`src/rtl/bist_datapath_pkg.sv`:
```
// Shared constants for the memory BIST datapath: default widths and the
// all-ones address used as the down-count start and the up-count terminal.
package bist_datapath_pkg;

    localparam int ADDR_W_DEF = 4;
    localparam int DATA_W_DEF = 8;
    localparam int CNT_W_DEF  = 8;

    localparam logic [ADDR_W_DEF-1:0] ALL_ONES = '1;

    // Terminal address for the selected count direction.
    function automatic logic [ADDR_W_DEF-1:0] terminal_addr(input logic up_down);
        return up_down ? ALL_ONES : '0;
    endfunction

endpackage

```
`src/rtl/bist_addr_cnt.sv`:
```
// Up/down address counter with synchronous load-zero and load-all-ones.
// Wraps modulo 2^ADDR_W. carry flags the terminal address of the current
// direction while counting is enabled.
module bist_addr_cnt
    import bist_datapath_pkg::*;
#(
    parameter int ADDR_W = ADDR_W_DEF
) (
    input  logic              clk,
    input  logic              rst_n,
    input  logic              en,
    input  logic              up_down,
    input  logic              reset,
    input  logic              preset,
    output logic [ADDR_W-1:0] addr,
    output logic              carry
);

    logic [ADDR_W-1:0] r_addr;
    logic              w_at_top;
    logic              w_at_bot;

    assign w_at_top = (r_addr == {ADDR_W{1'b1}});
    assign w_at_bot = (r_addr == '0);

    // Address register: reset > preset > count > hold.
    always_ff @(posedge clk or negedge rst_n) begin
        if (!rst_n) begin
            r_addr <= '0;
        end else if (reset) begin
            r_addr <= '0;
        end else if (preset) begin
            r_addr <= {ADDR_W{1'b1}};
        end else if (en) begin
            if (up_down) begin
                r_addr <= r_addr + ADDR_W'(1);
            end else begin
                r_addr <= r_addr - ADDR_W'(1);
            end
        end
    end

    // Terminal flag; held low while the block is in reset.
    always_comb begin
        carry = rst_n & en & ((up_down & w_at_top) | (~up_down & w_at_bot));
    end

    assign addr = r_addr;

endmodule

```
`src/rtl/bist_datapath.sv`:
```
// Memory BIST datapath: address generation, memory strobes, registered
// read-compare pipeline and a sticky fail log (first fail address plus a
// saturating miscompare count).
module bist_datapath
    import bist_datapath_pkg::*;
#(
    parameter int ADDR_W = ADDR_W_DEF,
    parameter int DATA_W = DATA_W_DEF,
    parameter int CNT_W  = CNT_W_DEF
) (
    input  logic              clk,
    input  logic              rst_n,
    input  logic              en,
    input  logic              up_down,
    input  logic              reset,
    input  logic              preset,
    input  logic              read,
    input  logic              write,
    input  logic              data,
    input  logic              clr,
    output logic              carry,
    output logic              is_equal,
    output logic [ADDR_W-1:0] mem_addr,
    output logic              mem_we,
    output logic              mem_re,
    output logic [DATA_W-1:0] mem_wdata,
    input  logic [DATA_W-1:0] mem_rdata,
    output logic              fail_valid,
    output logic [ADDR_W-1:0] first_fail_addr,
    output logic [CNT_W-1:0]  fail_cnt
);

    logic [ADDR_W-1:0] w_addr;
    logic              w_carry;
    logic [DATA_W-1:0] w_pattern;
    logic              w_mem_re;
    logic              w_mem_we;
    logic              w_miscompare;

    logic              r_pend;
    logic [DATA_W-1:0] r_exp_q;
    logic [ADDR_W-1:0] r_addr_q;
    logic              r_fail_valid;
    logic [ADDR_W-1:0] r_first_fail_addr;
    logic [CNT_W-1:0]  r_fail_cnt;

    bist_addr_cnt #(
        .ADDR_W (ADDR_W)
    ) u_addr_cnt (
        .clk     (clk),
        .rst_n   (rst_n),
        .en      (en),
        .up_down (up_down),
        .reset   (reset),
        .preset  (preset),
        .addr    (w_addr),
        .carry   (w_carry)
    );

    // Strobes: a simultaneous read and write request is treated as invalid
    // and neither strobe is issued.
    always_comb begin
        w_pattern = {DATA_W{data}};
        w_mem_we  = write & en & ~read;
        w_mem_re  = read & en & ~write;
    end

    // Read pipeline: capture expected word and address alongside each read
    // so the compare lines up with mem_rdata one cycle later.
    always_ff @(posedge clk or negedge rst_n) begin
        if (!rst_n) begin
            r_pend   <= 1'b0;
            r_exp_q  <= '0;
            r_addr_q <= '0;
        end else if (w_mem_re) begin
            r_pend   <= 1'b1;
            r_exp_q  <= w_pattern;
            r_addr_q <= w_addr;
        end else begin
            r_pend   <= 1'b0;
        end
    end

    // Compare is only meaningful while a read is pending.
    always_comb begin
        w_miscompare = r_pend & (mem_rdata != r_exp_q);
    end

    // Fail log: clear wins over a simultaneous miscompare; only the first
    // miscompare after a clear records its address.
    always_ff @(posedge clk or negedge rst_n) begin
        if (!rst_n) begin
            r_fail_valid      <= 1'b0;
            r_first_fail_addr <= '0;
            r_fail_cnt        <= '0;
        end else if (clr) begin
            r_fail_valid      <= 1'b0;
            r_first_fail_addr <= '0;
            r_fail_cnt        <= '0;
        end else if (w_miscompare) begin
            if (r_fail_cnt != {CNT_W{1'b1}}) begin
                r_fail_cnt <= r_fail_cnt + CNT_W'(1);
            end
            if (!r_fail_valid) begin
                r_fail_valid      <= 1'b1;
                r_first_fail_addr <= r_addr_q;
            end
        end
    end

    assign carry           = w_carry;
    assign is_equal        = ~w_miscompare;
    assign mem_addr        = w_addr;
    assign mem_we          = w_mem_we;
    assign mem_re          = w_mem_re;
    assign mem_wdata       = w_pattern;
    assign fail_valid      = r_fail_valid;
    assign first_fail_addr = r_first_fail_addr;
    assign fail_cnt        = r_fail_cnt;

endmodule

```
`config.mk`:
```
export PLATFORM = sky130hd
export DESIGN_NAME = bist_datapath
export DESIGN_NICKNAME = d
export VERILOG_FILES = /design/src/rtl/bist_datapath_pkg.sv /design/src/rtl/bist_addr_cnt.sv /design/src/rtl/bist_datapath.sv
export SDC_FILE = /design/constraint.sdc
export NUM_CORES = 1
export LEC_CHECK = 0
export ABC_AREA = 1
export CORE_ASPECT_RATIO = 1.5
export CORE_MARGIN = 2
export CORE_UTILIZATION = 49
export CTS_CLUSTER_SIZE = 8
export DETAILED_ROUTE_END_ITERATION = 10
export PLACE_DENSITY = 0.85
export SLEW_MARGIN = 5
export SYNTH_ARGS = -nofsm -noshare
export SYNTH_HDL_FRONTEND = slang
export SYNTH_SLANG_ARGS = --single-unit
export TNS_END_PERCENT = 5
```
`constraint.sdc`:
```
create_clock -name clk -period 1.9 [get_ports clk]
set_clock_uncertainty 0.05 [all_clocks]
set_input_delay 0.285 -clock clk [delete_from_list [all_inputs] [get_ports clk]]
set_output_delay 0.285 -clock clk [all_outputs]
set_load 0.03 [all_outputs]
```
==> impl_metrics.yaml <==
worst_setup_path:
  r2r_end: "fail_cnt[6]$_DFFE_PN0P_"
  path_buf_inv: 1
  crit_start: "fail_cnt[5]$_DFFE_PN0P_"
  crit_family: "buffers and inverters"
  r2r_slack_ps: 420
  cpPeakStageDelay_ps: 720
  critPathArrivalTime_ps: 1460
  reg2regPathDepth: 7
  required_ps: 1560
  path_cells: "clkdlybuf4s50_1"
  worstPathMaxFanout: 8
  crit_type: "flop to primary output"
  cp-end-kind: "primary output"
  critPathSlowestCell: "clkdlybuf4s50_1"
  reg2reg_from: "fail_cnt[0]$_DFFE_PN0P_"
  start_kind: "flop"
detailed_routing:
  drt_iter0_markers: 36
  vias: 1374
  vias_per_cell: 5.09
  ant_nets: 0
  wl_per_cell_microns: 11.9
  first_pass_iters: 4
  drc: 0
  wl_microns: 3200
power_and_ir_drop:
  power.leakage_uw: 0.000921
  vdd_ir_drop_max_mv: 0.589
  powerDensity_nw_per_um2: 612
synthesis:
  yosys_warnings: 0
  syn-cell-area_sq_um: 1420
  synth.distinct_cells: 22
  yosysSeqAreaShare: 0.406
  syn_area_per_cell_sq_um: 7.55
  synth-seq-cells: 23
  synthCells: 188
  syn-num-nets: 210
sta:
  fin_crit_sh: 0.944
  fmax_ghz: 0.558
  whs_ps: 438
  min_period_ps: 1790
  setup_viol: 0
  rsz0062_at_grt: "false"
  worst_slack_ps: 107
  tightestPinTransition_ps: 324
  slew_headroom: 0.783
  hold_viol: 0
  maxSlewViolCount: 0
cells_and_area:
  fin_area_sq_um: 1910
  diodes: 0
  final_nets: 256
  drive_gt1_frac: 0.129
  stdcell_count: 270
  synthToLayoutAreaGrowth_pct: 34.5
clock_network:
  numCtsBuffers: 3
  cts-root-buf: "clkbuf_8"
  hold_buffers: 0
  htreeDepth: 1
  path_clk_slew_ps: 80
  clock_latency_ps: 260
  post_cts_buffers: 0
  cts_buffer_depth: 2
  tritoncts: "done"
  numClockSinks: 23
  ctsResizeCount: 0
global_routing:
  track_usage: 0.205
  grt_overflow_total: 0
  first_global_vias: 1187
  grt_max_degree: 24
  antenna_found_initial: 0
  grt_first_pass_wirelength_microns: 5230
place:
  dpl_cell_area_sq_um: 1860
  place_ws_ps: -13.6
  dpl.hpwl_microns: 2580
  dp_cells: 266
  port_buffers: 46
  globalplace.congestion: 0.823
floorplanning:
  die_area_sq_um: 3350
  die_w_microns: 47.9
  coreArea_sq_um: 2710
  die_y_microns: 69.9
  num_rows: 23
  ioPinCount: 47
  initial_core_util: 0.525
run:
  maxCapViolCount: 0
run_status:
  outcome: "finished clean"
hold_path:
  min_path_type: "input pin to async pin"
## how the worst max path moves through the flow
stage | endpoint | slack [ps] | depth (start not counted)
3_3_place_gp | u_addr_cnt.addr[2]$_DFFE_PN0P_ | 70 | 6
3_5_place_dp | u_addr_cnt.addr[3]$_DFFE_PN0P_ | -10 | 10
4_1_cts | fail_cnt[5] | 110 | 1
2_1_floorplan | carry | 130 | 2
5_1_grt | is_equal | 40 | 7
6_report | fail_cnt[5] | 110 | 1
## cell families after synthesis
logic type	after synthesis	share of synthesized area
AO/OA/AOI/OAI	15	0.0582
XOR/XNOR	5	0.0309
adder cells (fa/ha/maj)	4	0.0406
buffers and inverters	31	0.105
flip-flops	23	0.406
AND/OR/NAND/NOR	110	0.360
## power breakdown
| group | switching [uW] | internal [uW] |
|---|---|---|
| Sequential | 37.9 | 528 |
| Clock | 148 | 149 |
| Combinational | 174 | 130 |
| Total | 360 | 807 |
## Yosys cell counts (all sizes together)
cell / number / area, sq um
nand2: 48 / 185
nand3: 25 / 135
nor2: 24 / 97.6
dfrtp: 23 / 576
inv: 21 / 78.8
o21ai: 11 / 55.1
buf: 10 / 70.1
nand4: 9 / 71.3
ha: 3 / 37.5
nor3: 3 / 15.0
xor2: 3 / 26.3
a21oi: 2 / 10.0
a41oi: 2 / 17.5
xnor2: 2 / 17.5
fa: 1 / 20.0
or2: 1 / 6.26
## through the flow
step           TNS (ps)  power [uW]  utilization
6_report              0        1170        0.705
2_1_floorplan         0         745            -
4_1_cts               0        1170        0.705
3_3_place_gp          0         871        0.689
3_5_place_dp      -16.6         881        0.689
5_1_grt               0        1230        0.705
## cell usage in the layout (no fill, tap or decap)
master and instances:
nor2_2 3, clkbuf_1 1, or2_2 1, inv_2 1
xor2_1 3, nand3_2 2, nand4_1 8, ha_1 3
clkdlybuf4s50_1 34, clkbuf_8 3, buf_4 17, o21ai_0 11
xnor2_1 2, nor2_1 21, nand3_1 23, nor3_1 3
a21oi_1 2, nand2_1 46, dfrtp_1 23, fa_1 1
nand2_2 2, nand4_4 1, a41oi_1 2, inv_1 20
## registers in the layout, summed over array words and instances (netlist names)
| name | count |
|---|---|
| r_exp_q | 1 |
| u_addr_cnt.addr | 4 |
| r_addr_q | 4 |
| fail_valid | 1 |
| r_pend | 1 |
| fail_cnt | 8 |
| first_fail_addr | 4 |
## layer usage
metal	up-vias	share of wire	GRT usage	wire, microns
li1	700	-	-	-
met1	640	0.42	0.257	1340
met2	32	0.55	0.367	1770
met3	2	0.025	0.0233	80
met4	0	0.0031	0.0270	10
met5	-	0	0	0
## layout make-up
type / instances / area, sq um
well taps: 37 / 46.3
inverters: 21 / 78.8
clock buffers: 4 / 45.0
repair buffers: 51 / 468
multi-input cells: 134 / 694
fillers: 240 / 797
flip-flops and latches: 23 / 576
Power figures use the tool's default switching activity.
==> RTL change 1, RTL diff (same flow settings) <==
Put a register stage on the output `mem_wdata`, with the module's reset. The value now appears one clock later. The other outputs are not delayed to match.
--- a/src/rtl/bist_datapath.sv
+++ b/src/rtl/bist_datapath.sv
@@ -115,3 +115,9 @@
     assign mem_re          = w_mem_re;
-    assign mem_wdata       = w_pattern;
+    always_ff @(posedge clk or negedge rst_n) begin
+        if (!rst_n) begin
+            mem_wdata <= '0;
+        end else begin
+            mem_wdata <= w_pattern;
+        end
+    end
     assign fail_valid      = r_fail_valid;
Check against the original RTL: not equivalent (Yosys sat finds a counterexample within 4 cycles, from zero or initial values and one cycle with rst_n low).
==> RTL change 1 against the original RTL <==
- setup slack improved by 17 ps
- wire length increased by 3.6%
- sequential cell count up 1
- largest power group unchanged
- global-route usage increased by 1.4 points
- critical path depth did not move
- synthesized area up 1.2%
- first-iteration DRC count shrank 36%
- power rose by 6.0%
- utilization fell by 1.6 points
- final area is 3.0% higher
==> RTL change 1: results (changes against the original RTL) <==
- Post_cts resized: 0 (unchanged)
- Fraction of layout cells with a size suffix above 1: 9.829% (-3.0 points)
- Crit path largest cell delay: 720 ps (about the same)
- Antenna violations before repair: 0 (unchanged)
- DR pass1 iterations: 4 (unchanged)
- # nets final: 257 (+0.39%)
- Worst slew pin tran: 320.5 ps (-3.682 ps)
- Register area share after synthesis: 41.81% (+1.2 points)
- Top post-synthesis cells by area: dfrtp_1, nand2_1, nand3_1, nor2_1, inv_1
- Power share of the clock group: 27.5% (+2.0 points)
- Drt initial violations: 23 (-36%)
- TritonCTS clock tree: built
- Worst EP arrival: 1440 ps (-20 ps)
- CTS root buf: clkbuf_8
- Dpl hpwl: 2643 microns (+2.3%)
- Antenna cells: 0 (unchanged)
- Status: finished, final reports clean
- Num CTS Buffers: 3 (unchanged)
- Maximum vdd ir drop: 0.6066 mV (+3.0%)
- Yosys Warn Count: 0 (unchanged)
- Syn_area_per_cell: 7.640 sq um (+1.2%)
- Vias: 1,382 (+0.58%)
- Vias in the first global route: 1,257 (+5.9%)
- Netlist cell types: 22 (unchanged)
- Setup WS pre-CTS: 22.50 ps (+36.07 ps)
- Net Sw Power: 367.9 uW (+2.2%)
- P_seq: 589 uW (+4.2%)
- H-tree levels: 1 (unchanged)
- Slowest-stage cell, CP: clkdlybuf4s50_1
- Clk_lat worst skew: 260 ps (about the same)
- Max reg flops: 8 (unchanged)
- Wire length of the first global-routing pass: 5444 microns (+4.1%)
- PwrDens: 629.2 nW/um^2 (+2.9%)
- Ys async rst share: 100.0% (unchanged)
- P_leak: 0.9314 nW (+1.1%)
- WL final: 3317 microns (+3.6%)
- I/O Buffers: 46 (unchanged)
- Placed Cells: 269 (+1.1%)
- Top FF cell, synth: dfrtp_1
- Most common library cells after synthesis: nand2_1, dfrtp_1, nand3_1, nor2_1, inv_1
- Cell Area, Placed: 1911 sq um (+2.6%)
- Setup bufs post-CTS: 0 (unchanged)
- Via/cell ratio: 5.062 (-0.52%)
- Gr usage total: 21.92% (+1.4 points)
- Syn_nets: 210 (unchanged)
- Largest delay share family, worst path: buffers and inverters
- Min-Delay Path Class: in -> async
- Worst Path Max Fanout: 8 (unchanged)
- Routability Congestion: 0.8233 (about the same)
- Largest net degree at the start of global routing: 25 (+4.2%)
==> RTL change 1: final cells by class <==
cell class | instances | area (sq um)
Inverter | 21 | 78.83
Multi-Input combinational cell | 134 | 694.4
Sequential cell | 24 | 600.6
Clock buffer | 4 | 55.05
Timing Repair Buffer | 51 | 488.0
Tap cell | 39 | 48.80
Fill cell | 241 | 887.1
==> RTL change 1: logic make-up (layout without fill, tap and decap cells) <==
logic type,Yosys count,in the layout,share of synthesized area [%]
xor+xnor,5,5,3.049
fa+ha+maj,4,4,4.007
simple gates,110,110,35.54
compound gates,15,15,5.749
buf+inv,30,76,9.843
flops,24,24,41.81
==> RTL change 1: path summary, 6_finish.rpt <==
path                       depth (start not counted)                             end                    start  slack, ps
max                                                1                    mem_wdata[4]   mem_wdata[0]$_DFF_PN0_        120
min reg2reg                                        2         r_addr_q[0]$_DFFE_PN0P_  r_addr_q[0]$_DFFE_PN0P_        440
min                                                2          fail_valid$_DFFE_PN0P_                    rst_n        410
max in group asynchronous                          2  first_fail_addr[2]$_DFFE_PN0P_                    rst_n       1160
min in group clk                                   1          mem_wdata[0]$_DFF_PN0_                     data        440
max reg2reg                                        7         fail_cnt[1]$_DFFE_PN0P_  fail_cnt[0]$_DFFE_PN0P_        420
==> RTL change 1: per-layer routing <==
| metal | GRT usage, % | up-vias | wire length (microns) | share of wire [%] |
|---|---|---|---|---|
| met3 | 3.359 | 6 | 106 | 3.2 |
| met4 | 7.808 | 0 | 51 | 1.5 |
| met5 | 0 | - | 0 | 0 |
| met2 | 38.89 | 36 | 1839 | 55 |
| li1 | - | 698 | - | - |
| met1 | 24.24 | 642 | 1320 | 40 |
==> RTL change 2, RTL diff (same settings) <==
Without the edit above. The package constant `ADDR_W_DEF` goes from 4 to 5.
--- a/src/rtl/bist_datapath_pkg.sv
+++ b/src/rtl/bist_datapath_pkg.sv
@@ -4,3 +4,3 @@
 
-    localparam int ADDR_W_DEF = 4;
+    localparam int ADDR_W_DEF = 5;
     localparam int DATA_W_DEF = 8;
Ports: changed (resized first_fail_addr and mem_addr); port bits go from 47 to 49. No check against the original RTL was run, so the function may have changed too.
==> RTL change 2 against the original RTL <==
- critical path depth did not move
- setup slack worse by 10 ps
- critical path type unchanged
- synthesized area up 13%
- sequential share of layout area grew 0.41 points
- wire length rose by 11%
- power increased by 12%
- final area is 12% higher
- clock power increased by 2%
- count of clock-buffer cells in the layout decreased by 1
- sequential power increased by 13%
- sequential cell count increased by 3
- synthesized cell count up 11%
==> RTL change 2: results (changes against the original RTL) <==
- Met2 usage: 39.47% (+2.7 points)
- Xor/xnor share of the synthesized area: 2.741% (-0.35 points)
- Multi-In Gates: 145 (+8.2%)
- Routability Congestion: 0.8875 (+7.8%)
- # nets final: 279 (+9.0%)
- Drt initial violations: 40 (+11%)
- Adder-cell area share of the yosys netlist: 4.385% (+0.33 points)
- Top Layer Used: met4
- Final Util: 68.04% (-2.5 points)
- Met2 wire len: 1954 microns (+10%)
- Met3 wire len: 145 microns (+81%)
- Ys async rst share: 100.0% (unchanged)
- R2r startpoint: u_addr_cnt.addr[0]$_DFFE_PN0P_
- Power share of the sequential group: 48.9% (+0.5 points)
- P_leak: 1.057 nW (+15%)
- Status: finished, final reports clean
- R2R Setup Slk: 200 ps (-220 ps)
- Post-Layout Cell Count: 294 (+8.9%)
- Vias in the first global route: 1,442 (+21%)
- Register area share after synthesis: 40.72% (+0.16 points)
- Largest net degree at the start of global routing: 27 (+13%)
- Dpl hpwl: 2782 microns (+7.7%)
- Most common library cells after synthesis: nand2_1, dfrtp_1, inv_1, nor2_1, nand3_1
- Setup WS pre-CTS: -148.9 ps (-135.3 ps)
- Multi-input gate area: 794.5 sq um (+14%)
- Max reg flops: 8 (unchanged)
- Tap cells: 40 (+8.1%)
- Worst r2r path cells: 10 (+3)
- Syn_nets: 231 (+10%)
- Wire length of the first global-routing pass: 5996 microns (+15%)
- Netlist cell types: 29 (+32%)
- Global Route met1 Usage: 23.54% (-2.2 points)
- Top post-synthesis cells by area: dfrtp_1, nand2_1, inv_1, nand4_1, nand3_1
- Vias: 1,503 (+9.4%)
- GR Util met3: 2.410% (+0.084 points)
- Power share of the clock group: 23.1% (-2.4 points)
- CTS Sinks: 26 (+13%)
- Nonclk inv count: 27 (+29%)
- Non-clk bufs: 53 (+3.9%)
- Fillcell total: 270 (+13%)
- DR WL/cell: 12.10 microns (+2.0%)
- I/O Buffers: 48 (+4.3%)
- Worst Path Max Fanout: 7 (-1)
- Fraction of layout cells with a size suffix above 1: 16.14% (+3.3 points)
- Reg2reg end: u_addr_cnt.addr[4]$_DFFE_PN0P_
- Maximum vdd ir drop: 0.5424 mV (-7.9%)
- Final clock-cell share: 1.940% (-0.42 points)
- Non-clock buffers, area share: 23.05% (-1.5 points)
- Post-synthesis compound-gate area fraction: 7.204% (+1.4 points)
- Sequential cell area share: 30.57% (+0.41 points)
- Post-synthesis cell count: 208 (+11%)
-- RTL change 2: cell count changes after synthesis, moves of 3 or more --
cell	before	now
nand3_1	23	12
a21oi_1	2	5
inv_1	20	24
nor2_1	21	15
dfrtp_1	23	26
nand2_1	46	59
nand4_1	8	11
-- RTL change 2: per-stage QoR --
step           hold WS, ps  power (mW)
2_1_floorplan       -60.59      0.8595
3_3_place_gp         406.5       1.002
3_5_place_dp         411.5       1.010
4_1_cts              423.1       1.310
5_1_grt              445.7       1.383
6_report             411.0       1.309
-- RTL change 2: worst max-delay path by stage --
stage | cells past startpoint | end | slack [ps]
after floorplan | 4 | carry | 20
after global placement | 9 | u_addr_cnt.addr[4]$_DFFE_PN0P_ | -60
after detailed placement | 9 | u_addr_cnt.addr[4]$_DFFE_PN0P_ | -150
after CTS | 6 | carry | 30
after global routing | 10 | u_addr_cnt.addr[4]$_DFFE_PN0P_ | 30
final | 1 | fail_cnt[5] | 100
